**config.mk**
```make
export PLATFORM = sky130hd
export DESIGN_NAME = muxn_pipe
export DESIGN_NICKNAME = d
export VERILOG_FILES = /design/src/rtl/muxn_pipe.sv
export SDC_FILE = /design/constraint.sdc
export NUM_CORES = 1
export LEC_CHECK = 0
export CAP_MARGIN = 20
export CORE_MARGIN = 2
export CORE_UTILIZATION = 50
export CTS_BUF_LIST = sky130_fd_sc_hd__clkbuf_4
export DETAILED_ROUTE_END_ITERATION = 16
export DONT_BUFFER_PORTS = 1
export PLACE_DENSITY = 0.7
export SLEW_MARGIN = 20
export SYNTH_ARGS = -nofsm -noshare
export SYNTH_HDL_FRONTEND = slang
export SYNTH_SLANG_ARGS = --single-unit
export TNS_END_PERCENT = 5
```
**constraint.sdc**
```tcl
create_clock -name clk -period 4.1 [get_ports clk]
set_clock_uncertainty 0.2 [all_clocks]
set_input_delay 0.82 -clock clk [delete_from_list [all_inputs] [get_ports clk]]
set_output_delay 0.82 -clock clk [all_outputs]
set_load 0.02 [all_outputs]
```
**src/rtl/muxn_pipe.sv**
```systemverilog
`default_nettype none
// ============================================================================
// Module      : muxn_pipe
// Description : Registered N-to-1 data multiplexer with a valid/ready
//               handshake on both sides. The selected word is captured at
//               acceptance into a two-entry buffer (main + skid), so every
//               output and in_ready come straight from flops, and the block
//               sustains one beat per cycle when downstream is always ready.
//               A select value >= N produces an all-zero word flagged by
//               out_err.
// Revision    : 1.0 - initial release
// ----------------------------------------------------------------------------
// Parameters
//   WIDTH     data width of each input and of the output (default 32)
//   N         number of data inputs, 2..16 (default 4)
//   SELW      select width, $clog2(N) (derived)
// Ports
//   clk       single clock, rising edge
//   reset_n   asynchronous active-low reset
//   in_data   flattened inputs, input k at [k*WIDTH +: WIDTH]
//   sel       input index, qualified by in_valid
//   in_valid  upstream offers in_data/sel
//   in_ready  block can accept this cycle (registered)
//   out_data  selected word (registered)
//   out_err   sel of this beat was >= N (registered)
//   out_valid out_data/out_err valid (registered)
//   out_ready downstream accepts
//   err_cnt   saturating count of out-of-range selects
// Configuration
//   MUXN_PIPE_ERRCNT_EN  when defined, err_cnt counts accepted out-of-range
//                        beats (saturating at 255); otherwise err_cnt is 0
//                        and no counter is built.
// ============================================================================
module muxn_pipe #(
  parameter  int WIDTH = 32,
  parameter  int N     = 4,
  localparam int SELW  = $clog2(N)
) (
  input  logic               clk,
  input  logic               reset_n,
  input  logic [N*WIDTH-1:0] in_data,
  input  logic [SELW-1:0]    sel,
  input  logic               in_valid,
  output logic               in_ready,
  output logic [WIDTH-1:0]   out_data,
  output logic               out_err,
  output logic               out_valid,
  input  logic               out_ready,
  output logic [7:0]         err_cnt
);

  // N expressed one bit wider than sel so the range compare cannot wrap.
  localparam logic [SELW:0] c_n_lim = (SELW + 1)'(N);

  logic [WIDTH-1:0] w_sel_data;
  logic             w_sel_err;
  logic             w_accept;
  logic             w_deliver;
  logic             w_skid_valid_nxt;

  logic             r_main_valid;
  logic [WIDTH-1:0] r_main_data;
  logic             r_main_err;
  logic             r_skid_valid;
  logic [WIDTH-1:0] r_skid_data;
  logic             r_skid_err;
  logic             r_in_ready;

  // Indices >= N match no input, leaving the word at zero for error beats.
  always_comb begin
    w_sel_data = '0;
    for (int k = 0; k < N; k++) begin
      if (sel == SELW'(k)) begin
        w_sel_data = in_data[k*WIDTH +: WIDTH];
      end
    end
  end

  assign w_sel_err = ({1'b0, sel} >= c_n_lim);
  assign w_accept  = in_valid && r_in_ready;
  assign w_deliver = r_main_valid && out_ready;

  // in_ready is only high while skid is empty, so an accepted beat never
  // meets a full skid. Skid ends up occupied only when main stays full and
  // either already held the skid beat or takes a new one.
  assign w_skid_valid_nxt = w_deliver ? 1'b0
                                      : (r_skid_valid || (w_accept && r_main_valid));

  always_ff @(posedge clk or negedge reset_n) begin
    if (!reset_n) begin
      r_main_valid <= 1'b0;
      r_main_data  <= '0;
      r_main_err   <= 1'b0;
      r_skid_valid <= 1'b0;
      r_skid_data  <= '0;
      r_skid_err   <= 1'b0;
      r_in_ready   <= 1'b0;
    end else begin
      if (w_deliver) begin
        if (r_skid_valid) begin
          // Skid beat is older than anything arriving now: promote it.
          r_main_data  <= r_skid_data;
          r_main_err   <= r_skid_err;
          r_skid_valid <= 1'b0;
        end else if (w_accept) begin
          r_main_data  <= w_sel_data;
          r_main_err   <= w_sel_err;
        end else begin
          r_main_valid <= 1'b0;
        end
      end else if (w_accept) begin
        if (!r_main_valid) begin
          r_main_valid <= 1'b1;
          r_main_data  <= w_sel_data;
          r_main_err   <= w_sel_err;
        end else begin
          r_skid_valid <= 1'b1;
          r_skid_data  <= w_sel_data;
          r_skid_err   <= w_sel_err;
        end
      end
      r_in_ready <= !w_skid_valid_nxt;
    end
  end

  assign in_ready  = r_in_ready;
  assign out_valid = r_main_valid;
  assign out_data  = r_main_data;
  assign out_err   = r_main_err;

`ifdef MUXN_PIPE_ERRCNT_EN
  logic [7:0] r_err_cnt;

  always_ff @(posedge clk or negedge reset_n) begin
    if (!reset_n) begin
      r_err_cnt <= 8'h00;
    end else if (w_accept && w_sel_err && (r_err_cnt != 8'hFF)) begin
      r_err_cnt <= r_err_cnt + 8'd1;
    end
  end

  assign err_cnt = r_err_cnt;
`else
  assign err_cnt = 8'h00;
`endif

endmodule
`default_nettype wire
```
==> results by group <==
Cells and area
  – Area Overhead vs Synth: 2.50%
  – Leading cell type in the layout, fill and taps excluded: dfrtp_1
  – Most frequent cells in the layout: dfrtp_1 (67), mux4_2 (32), and2_1 (32), a221o_1 (32), mux2_4 (30)
  – Antenna Diode Count: 0
  – Fin area: about 3800 um^2
  – Fraction of layout cells with a size suffix above 1: 0.366
  – Final Net Count: around 360
  – Fillers: between 600 and 700

GRT
  – Grt total ovfl: 0
  – M3 GR Usage: 0.0754
  – GR Util met1: 0.234
  – First-pass GRT wire length: between 10000 and 15000 um
  – Vias in the first global route: around 2300
  – Initial antenna violation count: 1
  – Largest net degree at the start of global routing: around 70
  – Gr usage total: 0.191
  – GRT Max-Usage Layer: met2
  – Met2 Usage GRT: 0.299

Setup path
  – Crit-path max FO: 32
  – Worst setup SP type: flip-flop
  – WS Path Type: reg -> reg
  – CP Launch Point: out_valid
  – CP endpoint kind: flip-flop
  – Reg2Reg Setup Slack: around 1.7 ns
  – Worst flop-to-flop path startpoint: out_valid
  – CP Data Required Time: 4.17 ns
  – WP data arrival: between 2 and 2.5 ns

Logic synthesis
  – Syn Std Cell Area: roughly 3700 um^2
  – Cell taking the most area after synthesis: dfrtp_1
  – Yosys top cell area share: 0.453
  – Post-synthesis sequential area ratio: 0.453
  – Synthesized instance count: around 240
  – Area contributors post-synth: dfrtp_1 (45%), mux4_2 (19%), mux2_4 (12%), a221o_1 (8.6%), and2_1 (5.4%)
  – Yosys cell types: 26
  – Mean area per synthesized cell: around 16 um^2
  – FF+latch count, synth: 67
  – Synth Warn #: 0

Timing
  – Final worst-path cycle share: 0.589
  – F_max: ~410 MHz
  – RSZ-0062 raised after global routing: no
  – Min cycle time layout: between 2 and 2.5 ns
  – Slew Viols, Final: 0
  – Final setup TNS: 0 ns
  – Final worst setup slack: 1.69 ns
  – Worst-margin pin slew: approximately 1.1 ns
  – Finish-stage setup viols: 0
  – Hold Vio Cnt, Final: 0
  – Max-slew headroom: 0.278

Route
  – Detailed Route Iter0 Violations: between 70 and 80
  – Vias: 2082
  – Antenna Nets Post-Route: 0
  – Wire per inst: between 20 and 25 um
  – Final WL: 7570 um
  – DRC errors left: 0
  – Drt pass-1 iters: 4
  – Drt via density: between 6 and 7

Placed design
  – Gpl congestion: roughly 0.73
  – Dpl ws: 1.53 ns
  – Dpl hpwl: ~5000 um
  – Port-buffer cells: 0
  – Cell Area, Placed: between 3000 and 4000 um^2

Hold path
  – Hold Crit Class: in -> async

Power and ir drop
  – Pwr Density: approximately 700 nW/um^2
  – Max VDD drop: roughly 0.21 mV
  – LEAKAGE: 0.00165 uW
  – Overall power: ~2700 uW

Clock tree
  – CTS Hold Bufs: 1
  – Post-cts sizing count: 0
  – TritonCTS buffer count: 9
  – CTS tree: yes
  – Clock Tree Buf Depth: 2
  – CTS Root Cell: clkbuf_4
  – H-tree depth: 3
  – Clk sinks: 67
  – Post-CTS setup buffer count: 0
  – Clock Pin Slew Worst Setup and Hold Paths: around 0.12 ns
  – Worst-skew pair later-pin latency: between 0.3 and 0.4 ns

Floorplan
  – Area of the core: 7210 um^2
  – Starting Density: 0.514
  – Die height: ~90 um
  – Num ports: approximately 180
  – Row count: 31
  – Die span in x: 90.1 um
  – DIE AREA: between 8000 and 9000 um^2

Run
  – # Max-Cap Violations: 0

Outcome
  – Outcome: finished clean
## critical path, stage by stage (launching register included)
cell     delay [ns]
dfrtp_1        0.58
inv_2          0.10
or3_2          0.91
mux2_4         0.46
## registers in the layout, summed over array words and instances (netlist names)
signal        cells
out_data         32
out_valid         1
in_ready          1
r_skid_data      32
r_skid_valid      1
## final timing paths
| kind | end | cells after the start |
|---|---|---|
| max in group asynchronous | out_data[30] | 1 |
| worst max register to register | r_skid_data[24] | 3 |
| worst min-delay path | out_data[20] | 1 |
| min in group clk | r_skid_data[12] | 1 |
| worst max-delay path | r_skid_data[24] | 3 |
| worst min register to register | r_skid_data[12] | 1 |
## synth_stat cells
| master | number |
|---|---|
| mux4_2 | 32 |
| nand3_1 | 1 |
| inv_1 | 1 |
| and2_1 | 32 |
| o21ai_1 | 1 |
| and3_2 | 1 |
| buf_12 | 3 |
| clkbuf_1 | 8 |
| or3_1 | 1 |
| inv_2 | 1 |
| o21ai_0 | 1 |
| dfrtp_1 | 67 |
| mux2_2 | 2 |
| conb_1 | 1 |
| mux2_4 | 30 |
| nand2_1 | 1 |
| a31oi_1 | 1 |
| a21oi_1 | 1 |
| o211a_1 | 1 |
| buf_1 | 4 |
| nor2b_1 | 1 |
| a221o_1 | 32 |
| buf_4 | 9 |
| buf_6 | 4 |
| a22o_2 | 1 |
| buf_8 | 1 |
## stage by stage
| step | instances | hold slack, ns | utilization |
|---|---|---|---|
| 3_3_place_gp | 317 | 0.279 | 0.504 |
| 2_1_floorplan | 246 | 0.270 | - |
| 3_5_place_dp | 317 | 0.284 | 0.504 |
| 6_report | 334 | 0.0942 | 0.526 |
| 5_1_grt | 334 | 0.0794 | 0.526 |
| 4_1_cts | 334 | 0.0659 | 0.526 |
## area by class of cell
cell class / count / area, um^2 / share of cell area
Multi-Input combinational cell: 148 / 1820 / 0.480
Sequential cell: 67 / 1680 / 0.442
Tap cell: 99 / 124 / 0.0326
Clock buffer: 10 / 75.1 / 0.0198
Clock inverter: 6 / 56.3 / 0.0148
Timing Repair Buffer: 2 / 35.0 / 0.00923
Inverter: 2 / 7.51 / 0.00198
## per-layer routing
metal	vias up	routed length (um)
li1	903	-
met1	1048	2980
met2	118	3690
met3	11	779
met4	2	108
met5	-	16
## cell families (layout without fill, tap and decap cells)
logic type             Yosys count  after routing  synth area share
other                            1              9           0.00101
buffers and inverters           31             20            0.0648
flip-flops                      67             67             0.453
AO/OA/AOI/OAI                   38             38            0.0976
AND/OR/NAND/NOR                 37             37            0.0618
multiplexers                    64             64             0.322
## power breakdown
part	switching, uW	internal, uW	total [uW]
Clock	225	188	413
Combinational	313	515	828
Sequential	431	993	1420
Note: power is estimated with default switching activity, not from simulation.
